### config.mk
export PLATFORM = sky130hd
export DESIGN_NAME = ifu_mem_arb_flat
export DESIGN_NICKNAME = d
export VERILOG_FILES = /design/src/rtl/ifu_mem_arb_if.sv /design/src/rtl/ifu_mem_arb.sv /design/src/flat_wrapper.sv
export SDC_FILE = /design/constraint.sdc
export NUM_CORES = 1
export LEC_CHECK = 0
export ABC_AREA = 1
export BUFFER_PORTS_ARGS = -buffer_cell sky130_fd_sc_hd__buf_2
export CORE_AREA = 5 5 154 156
export CTS_CLUSTER_SIZE = 24
export DETAILED_ROUTE_END_ITERATION = 10
export DIE_AREA = 0 0 159 161
export PLACE_DENSITY_LB_ADDON = 0.2
export SLEW_MARGIN = 10
export SYNTH_ARGS = -nofsm -noshare
export SYNTH_HDL_FRONTEND = slang
export SYNTH_SLANG_ARGS = --single-unit
### constraint.sdc
create_clock -name Clock -period 8.8 [get_ports Clock]
set_input_delay 1.32 -clock Clock [delete_from_list [all_inputs] [get_ports Clock]]
set_output_delay 1.32 -clock Clock [all_outputs]
set_load 0.005 [all_outputs]
### src/rtl/ifu_mem_arb_if.sv
// Bundle of the cache-miss, prefetch, memory and status signals around the IFU memory arbiter.
// slave is the arbiter's view; master is the surrounding environment's view.
interface ifu_mem_arb_if #(
    parameter int unsigned TAG_WIDTH  = 28,
    parameter int unsigned LINE_WIDTH = 128
);
    logic [TAG_WIDTH-1:0]  cache_reqTagIn;
    logic                  cache_reqValidIn;
    logic                  cache_reqReadyOut;
    logic [TAG_WIDTH-1:0]  pf_reqTagIn;
    logic                  pf_reqValidIn;
    logic                  pf_reqReadyOut;
    logic [TAG_WIDTH-1:0]  mem_reqTagOut;
    logic                  mem_reqValidOut;
    logic                  mem_reqReadyIn;
    logic [TAG_WIDTH-1:0]  mem_rspTagIn;
    logic [LINE_WIDTH-1:0] mem_rspInsLineIn;
    logic                  mem_rspInsLineValidIn;
    logic [TAG_WIDTH-1:0]  cache_rspTagOut;
    logic [LINE_WIDTH-1:0] cache_rspInsLineOut;
    logic                  cache_rspInsLineValidOut;
    logic                  cache_rspIsPrefetchOut;
    logic                  busyOut;
    logic                  timeoutErrOut;

    modport slave (
        input  cache_reqTagIn, cache_reqValidIn, pf_reqTagIn, pf_reqValidIn,
               mem_reqReadyIn, mem_rspTagIn, mem_rspInsLineIn, mem_rspInsLineValidIn,
        output cache_reqReadyOut, pf_reqReadyOut, mem_reqTagOut, mem_reqValidOut,
               cache_rspTagOut, cache_rspInsLineOut, cache_rspInsLineValidOut,
               cache_rspIsPrefetchOut, busyOut, timeoutErrOut
    );

    modport master (
        output cache_reqTagIn, cache_reqValidIn, pf_reqTagIn, pf_reqValidIn,
               mem_reqReadyIn, mem_rspTagIn, mem_rspInsLineIn, mem_rspInsLineValidIn,
        input  cache_reqReadyOut, pf_reqReadyOut, mem_reqTagOut, mem_reqValidOut,
               cache_rspTagOut, cache_rspInsLineOut, cache_rspInsLineValidOut,
               cache_rspIsPrefetchOut, busyOut, timeoutErrOut
    );
endinterface

### src/rtl/ifu_mem_arb.sv
// Single-outstanding arbiter for the IFU memory port: demand misses beat prefetches,
// one request in flight, matching line forwarded to the cache, re-issue on response timeout.
module ifu_mem_arb #(
    parameter int unsigned TAG_WIDTH      = 28,
    parameter int unsigned LINE_WIDTH     = 128,
    parameter int unsigned TIMEOUT_CYCLES = 64
) (
    input logic          Clock,
    input logic          Rst,
    ifu_mem_arb_if.slave bus
);
    localparam int unsigned TMR_W = $clog2(TIMEOUT_CYCLES + 1);
    localparam logic [TMR_W-1:0] TMR_LAST = TMR_W'(TIMEOUT_CYCLES - 1);

    typedef enum logic [1:0] {S_IDLE, S_ISSUE, S_WAIT} state_e;

    state_e                state_q, state_d;
    logic [TAG_WIDTH-1:0]  cur_tag_q, cur_tag_d;
    logic                  is_pf_q, is_pf_d;
    logic [TMR_W-1:0]      timer_q, timer_d;
    logic                  timeout_err_q, timeout_err_d;
    logic                  rsp_valid_q, rsp_valid_d;
    logic                  rsp_pf_q, rsp_pf_d;
    logic [TAG_WIDTH-1:0]  rsp_tag_q, rsp_tag_d;
    logic [LINE_WIDTH-1:0] rsp_line_q, rsp_line_d;

    logic cache_ready_c;
    logic pf_ready_c;
    logic mem_valid_c;
    logic promo_hit_c;
    logic rsp_hit_c;

    always_ff @(posedge Clock or posedge Rst) begin
        if (Rst) begin
            state_q       <= S_IDLE;
            cur_tag_q     <= '0;
            is_pf_q       <= 1'b0;
            timer_q       <= '0;
            timeout_err_q <= 1'b0;
            rsp_valid_q   <= 1'b0;
            rsp_pf_q      <= 1'b0;
            rsp_tag_q     <= '0;
            rsp_line_q    <= '0;
        end else begin
            state_q       <= state_d;
            cur_tag_q     <= cur_tag_d;
            is_pf_q       <= is_pf_d;
            timer_q       <= timer_d;
            timeout_err_q <= timeout_err_d;
            rsp_valid_q   <= rsp_valid_d;
            rsp_pf_q      <= rsp_pf_d;
            rsp_tag_q     <= rsp_tag_d;
            rsp_line_q    <= rsp_line_d;
        end
    end

    always_comb begin
        state_d       = state_q;
        cur_tag_d     = cur_tag_q;
        is_pf_d       = is_pf_q;
        timer_d       = timer_q;
        timeout_err_d = timeout_err_q;
        rsp_valid_d   = 1'b0;
        rsp_pf_d      = rsp_pf_q;
        rsp_tag_d     = rsp_tag_q;
        rsp_line_d    = rsp_line_q;
        cache_ready_c = 1'b0;
        pf_ready_c    = 1'b0;
        mem_valid_c   = 1'b0;

        // A demand miss for the in-flight prefetch tag upgrades it instead of queuing
        promo_hit_c = is_pf_q && (bus.cache_reqTagIn == cur_tag_q);
        rsp_hit_c   = bus.mem_rspInsLineValidIn && (bus.mem_rspTagIn == cur_tag_q);

        unique case (state_q)
            S_IDLE: begin
                cache_ready_c = 1'b1;
                pf_ready_c    = !bus.cache_reqValidIn ||
                                (bus.pf_reqValidIn && (bus.pf_reqTagIn == bus.cache_reqTagIn));
                if (bus.cache_reqValidIn) begin
                    cur_tag_d = bus.cache_reqTagIn;
                    is_pf_d   = 1'b0;
                    state_d   = S_ISSUE;
                end else if (bus.pf_reqValidIn) begin
                    cur_tag_d = bus.pf_reqTagIn;
                    is_pf_d   = 1'b1;
                    state_d   = S_ISSUE;
                end
            end
            S_ISSUE: begin
                mem_valid_c   = 1'b1;
                cache_ready_c = promo_hit_c;
                if (bus.cache_reqValidIn && promo_hit_c) is_pf_d = 1'b0;
                if (bus.mem_reqReadyIn) begin
                    timer_d = '0;
                    state_d = S_WAIT;
                end
            end
            S_WAIT: begin
                cache_ready_c = promo_hit_c;
                if (bus.cache_reqValidIn && promo_hit_c) is_pf_d = 1'b0;
                timer_d = timer_q + TMR_W'(1);
                // A match on the last timer cycle still wins over the re-issue
                if (rsp_hit_c) begin
                    rsp_valid_d = 1'b1;
                    rsp_pf_d    = is_pf_d;
                    rsp_tag_d   = bus.mem_rspTagIn;
                    rsp_line_d  = bus.mem_rspInsLineIn;
                    state_d     = S_IDLE;
                end else if (timer_q == TMR_LAST) begin
                    timeout_err_d = 1'b1;
                    state_d       = S_ISSUE;
                end
            end
            default: state_d = S_IDLE;
        endcase
    end

    // Readies are held low while reset is asserted so every output reads 0 in reset
    assign bus.cache_reqReadyOut        = cache_ready_c & ~Rst;
    assign bus.pf_reqReadyOut           = pf_ready_c & ~Rst;
    assign bus.mem_reqValidOut          = mem_valid_c;
    assign bus.mem_reqTagOut            = cur_tag_q;
    assign bus.cache_rspTagOut          = rsp_tag_q;
    assign bus.cache_rspInsLineOut      = rsp_line_q;
    assign bus.cache_rspInsLineValidOut = rsp_valid_q;
    assign bus.cache_rspIsPrefetchOut   = rsp_pf_q;
    assign bus.busyOut                  = (state_q != S_IDLE);
    assign bus.timeoutErrOut            = timeout_err_q;
endmodule

### src/flat_wrapper.sv
// flat-port wrapper written by rule: the top's interface ports become plain ports
module ifu_mem_arb_flat 
#(
    parameter int unsigned TAG_WIDTH      = 28,
    parameter int unsigned LINE_WIDTH     = 128,
    parameter int unsigned TIMEOUT_CYCLES = 64
)
  (Clock, Rst, bus_cache_reqTagIn, bus_cache_reqValidIn, bus_pf_reqTagIn, bus_pf_reqValidIn, bus_mem_reqReadyIn, bus_mem_rspTagIn, bus_mem_rspInsLineIn, bus_mem_rspInsLineValidIn, bus_cache_reqReadyOut, bus_pf_reqReadyOut, bus_mem_reqTagOut, bus_mem_reqValidOut, bus_cache_rspTagOut, bus_cache_rspInsLineOut, bus_cache_rspInsLineValidOut, bus_cache_rspIsPrefetchOut, bus_busyOut, bus_timeoutErrOut);
  ifu_mem_arb_if #(.TAG_WIDTH(TAG_WIDTH), .LINE_WIDTH(LINE_WIDTH)) bus_i ();
  input logic Clock;
  input logic Rst;
  input wire logic [$bits(bus_i.cache_reqTagIn)-1:0] bus_cache_reqTagIn;
  input wire logic [$bits(bus_i.cache_reqValidIn)-1:0] bus_cache_reqValidIn;
  input wire logic [$bits(bus_i.pf_reqTagIn)-1:0] bus_pf_reqTagIn;
  input wire logic [$bits(bus_i.pf_reqValidIn)-1:0] bus_pf_reqValidIn;
  input wire logic [$bits(bus_i.mem_reqReadyIn)-1:0] bus_mem_reqReadyIn;
  input wire logic [$bits(bus_i.mem_rspTagIn)-1:0] bus_mem_rspTagIn;
  input wire logic [$bits(bus_i.mem_rspInsLineIn)-1:0] bus_mem_rspInsLineIn;
  input wire logic [$bits(bus_i.mem_rspInsLineValidIn)-1:0] bus_mem_rspInsLineValidIn;
  output wire logic [$bits(bus_i.cache_reqReadyOut)-1:0] bus_cache_reqReadyOut;
  output wire logic [$bits(bus_i.pf_reqReadyOut)-1:0] bus_pf_reqReadyOut;
  output wire logic [$bits(bus_i.mem_reqTagOut)-1:0] bus_mem_reqTagOut;
  output wire logic [$bits(bus_i.mem_reqValidOut)-1:0] bus_mem_reqValidOut;
  output wire logic [$bits(bus_i.cache_rspTagOut)-1:0] bus_cache_rspTagOut;
  output wire logic [$bits(bus_i.cache_rspInsLineOut)-1:0] bus_cache_rspInsLineOut;
  output wire logic [$bits(bus_i.cache_rspInsLineValidOut)-1:0] bus_cache_rspInsLineValidOut;
  output wire logic [$bits(bus_i.cache_rspIsPrefetchOut)-1:0] bus_cache_rspIsPrefetchOut;
  output wire logic [$bits(bus_i.busyOut)-1:0] bus_busyOut;
  output wire logic [$bits(bus_i.timeoutErrOut)-1:0] bus_timeoutErrOut;
  assign bus_i.cache_reqTagIn = bus_cache_reqTagIn;
  assign bus_i.cache_reqValidIn = bus_cache_reqValidIn;
  assign bus_i.pf_reqTagIn = bus_pf_reqTagIn;
  assign bus_i.pf_reqValidIn = bus_pf_reqValidIn;
  assign bus_i.mem_reqReadyIn = bus_mem_reqReadyIn;
  assign bus_i.mem_rspTagIn = bus_mem_rspTagIn;
  assign bus_i.mem_rspInsLineIn = bus_mem_rspInsLineIn;
  assign bus_i.mem_rspInsLineValidIn = bus_mem_rspInsLineValidIn;
  assign bus_cache_reqReadyOut = bus_i.cache_reqReadyOut;
  assign bus_pf_reqReadyOut = bus_i.pf_reqReadyOut;
  assign bus_mem_reqTagOut = bus_i.mem_reqTagOut;
  assign bus_mem_reqValidOut = bus_i.mem_reqValidOut;
  assign bus_cache_rspTagOut = bus_i.cache_rspTagOut;
  assign bus_cache_rspInsLineOut = bus_i.cache_rspInsLineOut;
  assign bus_cache_rspInsLineValidOut = bus_i.cache_rspInsLineValidOut;
  assign bus_cache_rspIsPrefetchOut = bus_i.cache_rspIsPrefetchOut;
  assign bus_busyOut = bus_i.busyOut;
  assign bus_timeoutErrOut = bus_i.timeoutErrOut;
  ifu_mem_arb #(.TAG_WIDTH(TAG_WIDTH), .LINE_WIDTH(LINE_WIDTH), .TIMEOUT_CYCLES(TIMEOUT_CYCLES)) u_core (.Clock(Clock), .Rst(Rst), .bus(bus_i));
endmodule
==> results.yml, run 1 <==
outcome:
  status: "finished clean"
pwr:
  clkPwrFrac_pct: 30.8
  powerDensity_nw_per_um2: 208
  power_switching_uw: 888
  leakage_nw: 7.30
  p_int_mw: 1.61
  swShare_pct: 35.5
  pwr-share-comb_pct: 25.7
  seq_power_share_pct: 43.5
  vdd_drop_max_v: 0.000148
synth:
  yosysSeqAreaShare_pct: 53.3
  synth_area_sq_um: 9250
  ys.flop_type: "dfrtp_1"
  yosys_warnings: 0
  yosysTopAreaCellShare_pct: 53.3
  synthArstFlopShare_pct: 100
  synth_cell_types: 32
  avgSynthCellArea_sq_um: 7.76
  yosysTopAreaCell: "dfrtp_1"
  synth_nets: 1416
  ys_seq_elements: 197
  yosys-top-cells-area: "dfrtp_1, nand2_1, inv_1"
  syn_inst: 1193
  synth_edf_count: 0
timing:
  setup_violations: 0
  hold_viol: 0
  tightest_slew_ns: 1.10
  rsz0062_at_grt: "no"
  report.final.slew_viol_count: 0
  tns_ns: 0
  fin_crit_sh_pct: 49.2
  fmax_mhz: 231
  slew_headroom_pct: 26.5
  fin_hold_ws_ns: 0.475
  fin_crit_ns: 4.33
  clock_skew_ns: 0.0183
cells_and_area:
  fill_cells: 2240
  finalNetCount: 1800
  most-common-layout-cells: "nand2_1, buf_2, dfrtp_1, inv_1, o21ai_0"
  fin_area_sq_um: 12000
  area_growth_pct: 30.1
  layout_commonest_cell: "nand2_1"
  drive_gt1_share_pct: 28.8
clocking:
  ctsResizeCount: 0
  clock_latency_ns: 0.44
  numCtsBuffers: 17
  clockBufferDepth: 2
  htree_levels: 4
  cts_hold_buf: 0
  cts_setup_buffers: 0
  root_buffer: "clkbuf_16"
  clk_pin_slew_ns: 0.08
  cts.sinks: 197
  cts_tree: "done"
worst_setup_path:
  critical-path-top-delay-family: "buffers and inverters"
  crit_chain: "buf_2 -> inv_1 -> nand2_1 -> nand4_1 -> nor3_1 -> nand2_1 -> nor2_1 -> nand3_4 -> inv_4 -> buf_4 -> nand2_1 -> nand2_1"
  r2r_slack_ns: 4.99
  cp_num_buf_inv: 4
  endpoint_kind: "flip-flop"
  slowest_stage: "inv_4"
  critPathMaxStageDelay_ns: 0.86
  required_ns: 9.17
  path_class: "primary input to flip-flop"
  cpMostUsedCell: "nand2_1"
  start_kind: "primary input"
  worst_ep_arrival_time_ns: 4.70
  critPathMaxFanout: 74
routing:
  drt_wl_total_mm: 32.8
  via_count: 9201
  post_drt_via_cell_ratio: 4.89
  firstDrtPassIters: 7
  drcViolationCount: 0
  postRouteAntennaNets: 0
  wire_per_inst_microns: 17.4
  drt-initial-drc-count: 746
placement:
  portBuffers: 408
  placed_cell_area_sq_um: 11400
  gp_congestion: 0.942
  dp.final_hpwl_mm: 25.4
global_routing:
  grt_pass1_vias: 9280
  grt_max_degree: 124
  grt_overflow: 0
  antenna_found_initial: 11
  grt_pass1_wl_mm: 51.1
  grt_use_total_pct: 25.1
worst_hold_path:
  hp-class: "flip-flop to flip-flop"
floorplan:
  rows: 55
  num_io_pins: 409
  dieArea_sq_um: 25600
  die_width_microns: 159
  initial_core_util_pct: 41.6
  core_area_sq_um: 22200
  chipHeight_microns: 161
run:
  max_cap_violations: 0
-- registers in the layout, summed over array words and instances (netlist names) --
signal / cells
u_core.bus.cache_rspInsLineOut: 128
u_core.bus.cache_rspInsLineValidOut: 1
u_core.is_pf_q: 1
u_core.bus.timeoutErrOut: 1
u_core.bus.cache_rspIsPrefetchOut: 1
u_core.bus.cache_rspTagOut: 28
u_core.state_q: 2
u_core.bus.mem_reqTagOut: 28
u_core.timer_q: 7
-- Yosys cell counts, types with 2 or more instances --
cell	instances
o2111ai_1	3
o21ai_0	53
nor2_1	50
o211ai_1	23
inv_2	9
xnor2_1	16
buf_2	20
ha_1	5
clkbuf_1	12
nand4_1	18
buf_6	2
nand3_1	14
o22ai_1	7
dfrtp_1	197
buf_4	12
a31oi_1	6
inv_1	82
or2_2	3
nor3_1	9
nand2_1	624
a21oi_1	6
o21ai_1	3
xor2_1	10
-- power groups by stage --
stage | clock (mW) | sequential [mW] | combinational, mW
2_1_floorplan | 0 | 1.09 | 0.380
3_3_place_gp | 0 | 1.10 | 0.639
3_5_place_dp | 0 | 1.10 | 0.646
4_1_cts | 0.784 | 1.09 | 0.648
5_1_grt | 0.822 | 1.10 | 0.734
6_report | 0.770 | 1.09 | 0.643
-- final timing paths --
| kind | cells after the start | to | from |
|---|---|---|---|
| setup / recovery | 12 | u_core.bus.cache_rspInsLineOut[57]$_DFFE_PP0P_ | bus_mem_rspTagIn[4] |
| hold / removal | 2 | u_core.bus.cache_rspInsLineOut[116]$_DFFE_PP0P_ | u_core.bus.cache_rspInsLineOut[116]$_DFFE_PP0P_ |
| setup reg to reg | 11 | u_core.bus.cache_rspInsLineOut[57]$_DFFE_PP0P_ | u_core.bus.mem_reqTagOut[17]$_DFFE_PP0P_ |
| hold reg to reg | 2 | u_core.bus.cache_rspInsLineOut[116]$_DFFE_PP0P_ | u_core.bus.cache_rspInsLineOut[116]$_DFFE_PP0P_ |
| max in group asynchronous | 3 | u_core.bus.cache_rspInsLineOut[50]$_DFFE_PP0P_ | Rst |
| min in group asynchronous | 2 | u_core.bus.cache_rspTagOut[20]$_DFFE_PP0P_ | Rst |
-- cell type report --
| type | count | area [sq um] | area share (%) |
|---|---|---|---|
| clock buffer | 18 | 429 | 3.56 |
| inverter | 91 | 352 | 2.92 |
| antenna | 8 | 20.0 | 0.166 |
| sequential | 197 | 4930 | 40.9 |
| tap | 285 | 357 | 2.96 |
| clock inverter | 14 | 141 | 1.17 |
| multi-input combinational | 858 | 3740 | 31.1 |
| timing repair buffer | 412 | 2070 | 17.2 |
-- through the flow --
step	util [%]	power, mW	worst slack [ns]	std cells
after floorplan	-	1.47	1.70	1193
after global placement	51.5	1.74	4.01	1843
after detailed placement	51.5	1.75	3.99	1843
after CTS	54.1	2.52	4.44	1875
after global routing	54.2	2.66	4.16	1883
final	54.2	2.50	4.47	1883
-- tightest hold or removal path: stages (launching register included) --
cell     delay [ns]
dfrtp_1        0.34
nand2_1        0.05
nand2_1        0.05
-- metal layers --
metal,up-vias,wire length (microns),share of wire (%),global-route usage (%)
li1,4481,-,-,-
met1,4252,13200,40,31.0
met2,388,15800,48,41.3
met3,74,2450,7.5,6.74
met4,6,1410,4.3,11.6
met5,-,47,0.14,0
-- kinds of logic (layout without fill, tap and decap cells) --
kind of cell	count (synthesis)	count (layout)	share of synthesized area (%)
compound gates	104	104	6.64
simple gates	722	722	30.3
other cells	0	8	0
mux	1	1	0.108
fa+ha+maj	5	5	0.676
xor+xnor	26	26	2.46
buf+inv	138	535	6.52
flops	197	197	53.3
Note: power is estimated with default switching activity, not from simulation.
==> run 2, diff against run 1 <==
==> constraint.sdc (replaced) <==
create_clock -name Clock -period 4.4 [get_ports Clock]
set_input_delay 0.66 -clock Clock [delete_from_list [all_inputs] [get_ports Clock]]
set_output_delay 0.66 -clock Clock [all_outputs]
set_load 0.005 [all_outputs]
==> results.yml, run 2 (synthesis gave the netlist of run 1 again) <==
placement:
  dp.final_hpwl_mm: 25.2
  dp_cells: 1848
  portBuffers: 408
  gp_congestion: 0.943
worst_setup_path:
  slowest_stage: "buf_4"
  worst_ep_arrival_time_ns: 3.35
  endpoint_kind: "flip-flop"
  r2r_slack_ns: 1.43
  critPathMaxFanout: 111
  regToRegEndpoint: "u_core.bus.cache_rspInsLineOut[106]$_DFFE_PP0P_"
  required_ns: 4.77
  critPathMaxStageDelay_ns: 0.86
  path_class: "flip-flop to flip-flop"
  crit_chain: "inv_1 -> nand2_1 -> nand4_1 -> nor3_1 -> nand2_1 -> nor2_1 -> nand3_4 -> buf_4 -> buf_4 -> nand2_1 -> nand2_1"
  reg2reg_depth: 11
  start_kind: "flip-flop"
  cpMostUsedCell: "nand2_1"
  r2r_start: "u_core.bus.mem_reqTagOut[27]$_DFFE_PP0P_"
routing:
  firstDrtPassIters: 5
  via_count: 9184
  drt_wl_total_mm: 32.5
  drt-initial-drc-count: 793
  post_drt_via_cell_ratio: 4.87
  postRouteAntennaNets: 0
  wire_per_inst_microns: 17.3
  drcViolationCount: 0
timing:
  rsz0062_at_grt: "no"
  fmax_mhz: 336
  slew_headroom_pct: 24.0
  fin_crit_ns: 2.97
  report.final.slew_viol_count: 0
  fin_hold_ws_ns: 0.413
  setup_violations: 0
  tightest_slew_ns: 1.14
  fin_crit_sh_pct: 67.6
  tns_ns: 0
  clock_skew_ns: 0.0159
  hold_viol: 0
cells_and_area:
  largest_reg_flops: 128
  layout_commonest_cell: "nand2_1"
  drive_gt1_share_pct: 29.0
  fill_cells: 2198
  finalNetCount: 1805
  final_cells: 1884
  most-common-layout-cells: "nand2_1, buf_2, dfrtp_1, inv_1, o21ai_0"
  area_growth_pct: 30.9
clocking:
  cts_hold_buf: 0
  clock_latency_ns: 0.43
  cts_setup_buffers: 0
  cts_tree: "done"
  ctsResizeCount: 0
  numCtsBuffers: 17
  root_buffer: "clkbuf_16"
  clk_pin_slew_ns: 0.08
  htree_levels: 4
  clockBufferDepth: 2
  cts.sinks: 197
pwr:
  power_switching_mw: 1.79
  vdd_drop_max_v: 0.000214
  power_mw: 5.03
  seq_power_share_pct: 43.5
  p_int_mw: 3.24
  swShare_pct: 35.6
  leakage_nw: 7.34
  pwr-share-comb_pct: 25.6
  powerDensity_nw_per_um2: 415
  clkPwrFrac_pct: 30.9
global_routing:
  antenna_found_initial: 5
  grt_pass1_wl_mm: 50.7
  grt_overflow: 0
  grt_use_total_pct: 24.8
  grt_max_degree: 150
  grt_pass1_vias: 9121
worst_hold_path:
  holdCritStartpoint: "bus_mem_rspInsLineIn[47]"
  hold-path-endpoint: "u_core.bus.cache_rspInsLineOut[47]$_DFFE_PP0P_"
  worstHoldPathCells: 3
  hp-class: "primary input to flip-flop"
floorplan:
  core_area_sq_um: 22200
  rows: 55
  die_width_microns: 159
  num_io_pins: 409
  chipHeight_microns: 161
  dieArea_sq_um: 25600
  initial_core_util_pct: 41.6
outcome:
  status: "finished clean"
run:
  max_cap_violations: 0
## run 2: how the worst max path moves through the flow
stage	startpoint	end	slack [ns]
floorplan	Rst	bus_pf_reqReadyOut	0.07
global placement	bus_mem_rspTagIn[20]	u_core.bus.cache_rspTagOut[13]$_DFFE_PP0P_	1.11
detailed placement	bus_mem_rspTagIn[20]	u_core.bus.cache_rspTagOut[16]$_DFFE_PP0P_	1.08
CTS	u_core.bus.mem_reqTagOut[20]$_DFFE_PP0P_	u_core.bus.cache_rspTagOut[16]$_DFFE_PP0P_	1.38
global route	u_core.bus.mem_reqTagOut[27]$_DFFE_PP0P_	u_core.bus.cache_rspInsLineOut[57]$_DFFE_PP0P_	1.15
finish	u_core.bus.mem_reqTagOut[27]$_DFFE_PP0P_	u_core.bus.cache_rspInsLineOut[106]$_DFFE_PP0P_	1.43
## run 2: worst max-delay path, delay by kind of cell, from the launching register on
| kind | cells | cell delay (ns) |
|---|---|---|
| buf+inv | 3 | 1.75 |
| simple gates | 8 | 0.71 |
| flops | 1 | 0.40 |
## run 2: power by group through the flow
stage                     Combinational (mW)  Sequential, mW  Clock [mW]
after CTS                               1.29            2.19        1.59
final                                   1.29            2.19        1.55
after global placement                  1.28            2.22           0
after floorplan                        0.760            2.17           0
after global routing                    1.46            2.21        1.65
after detailed placement                1.29            2.22           0
## run 2: metal layers
metal	vias up	part of all wire, %	global-route usage, %
met4	4	3.5	10.1
met5	-	0.065	0
met1	4202	40	30.8
li1	4507	-	-
met2	400	48	41.0
met3	71	8.0	6.94
## run 2: cell type report
type                       instances  area, sq um  share of cell area, %
timing repair buffer             417         2130                   17.6
inverter                          91          348                   2.87
multi-input combinational        858         3740                   30.9
sequential                       197         4930                   40.7
clock inverter                    14          163                   1.34
clock buffer                      18          429                   3.54
tap                              285          357                   2.94
antenna                            4         10.0                 0.0827
## run 2: through the flow
stage          worst slack, ns  instance area [sq um]  utilization, %
6_report                  1.43                  12100            54.5
4_1_cts                   1.38                  12100            54.4
3_5_place_dp              1.08                  11500            51.8
2_1_floorplan           0.0729                   9260               -
3_3_place_gp              1.11                  11500            51.8
5_1_grt                   1.15                  12100            54.5
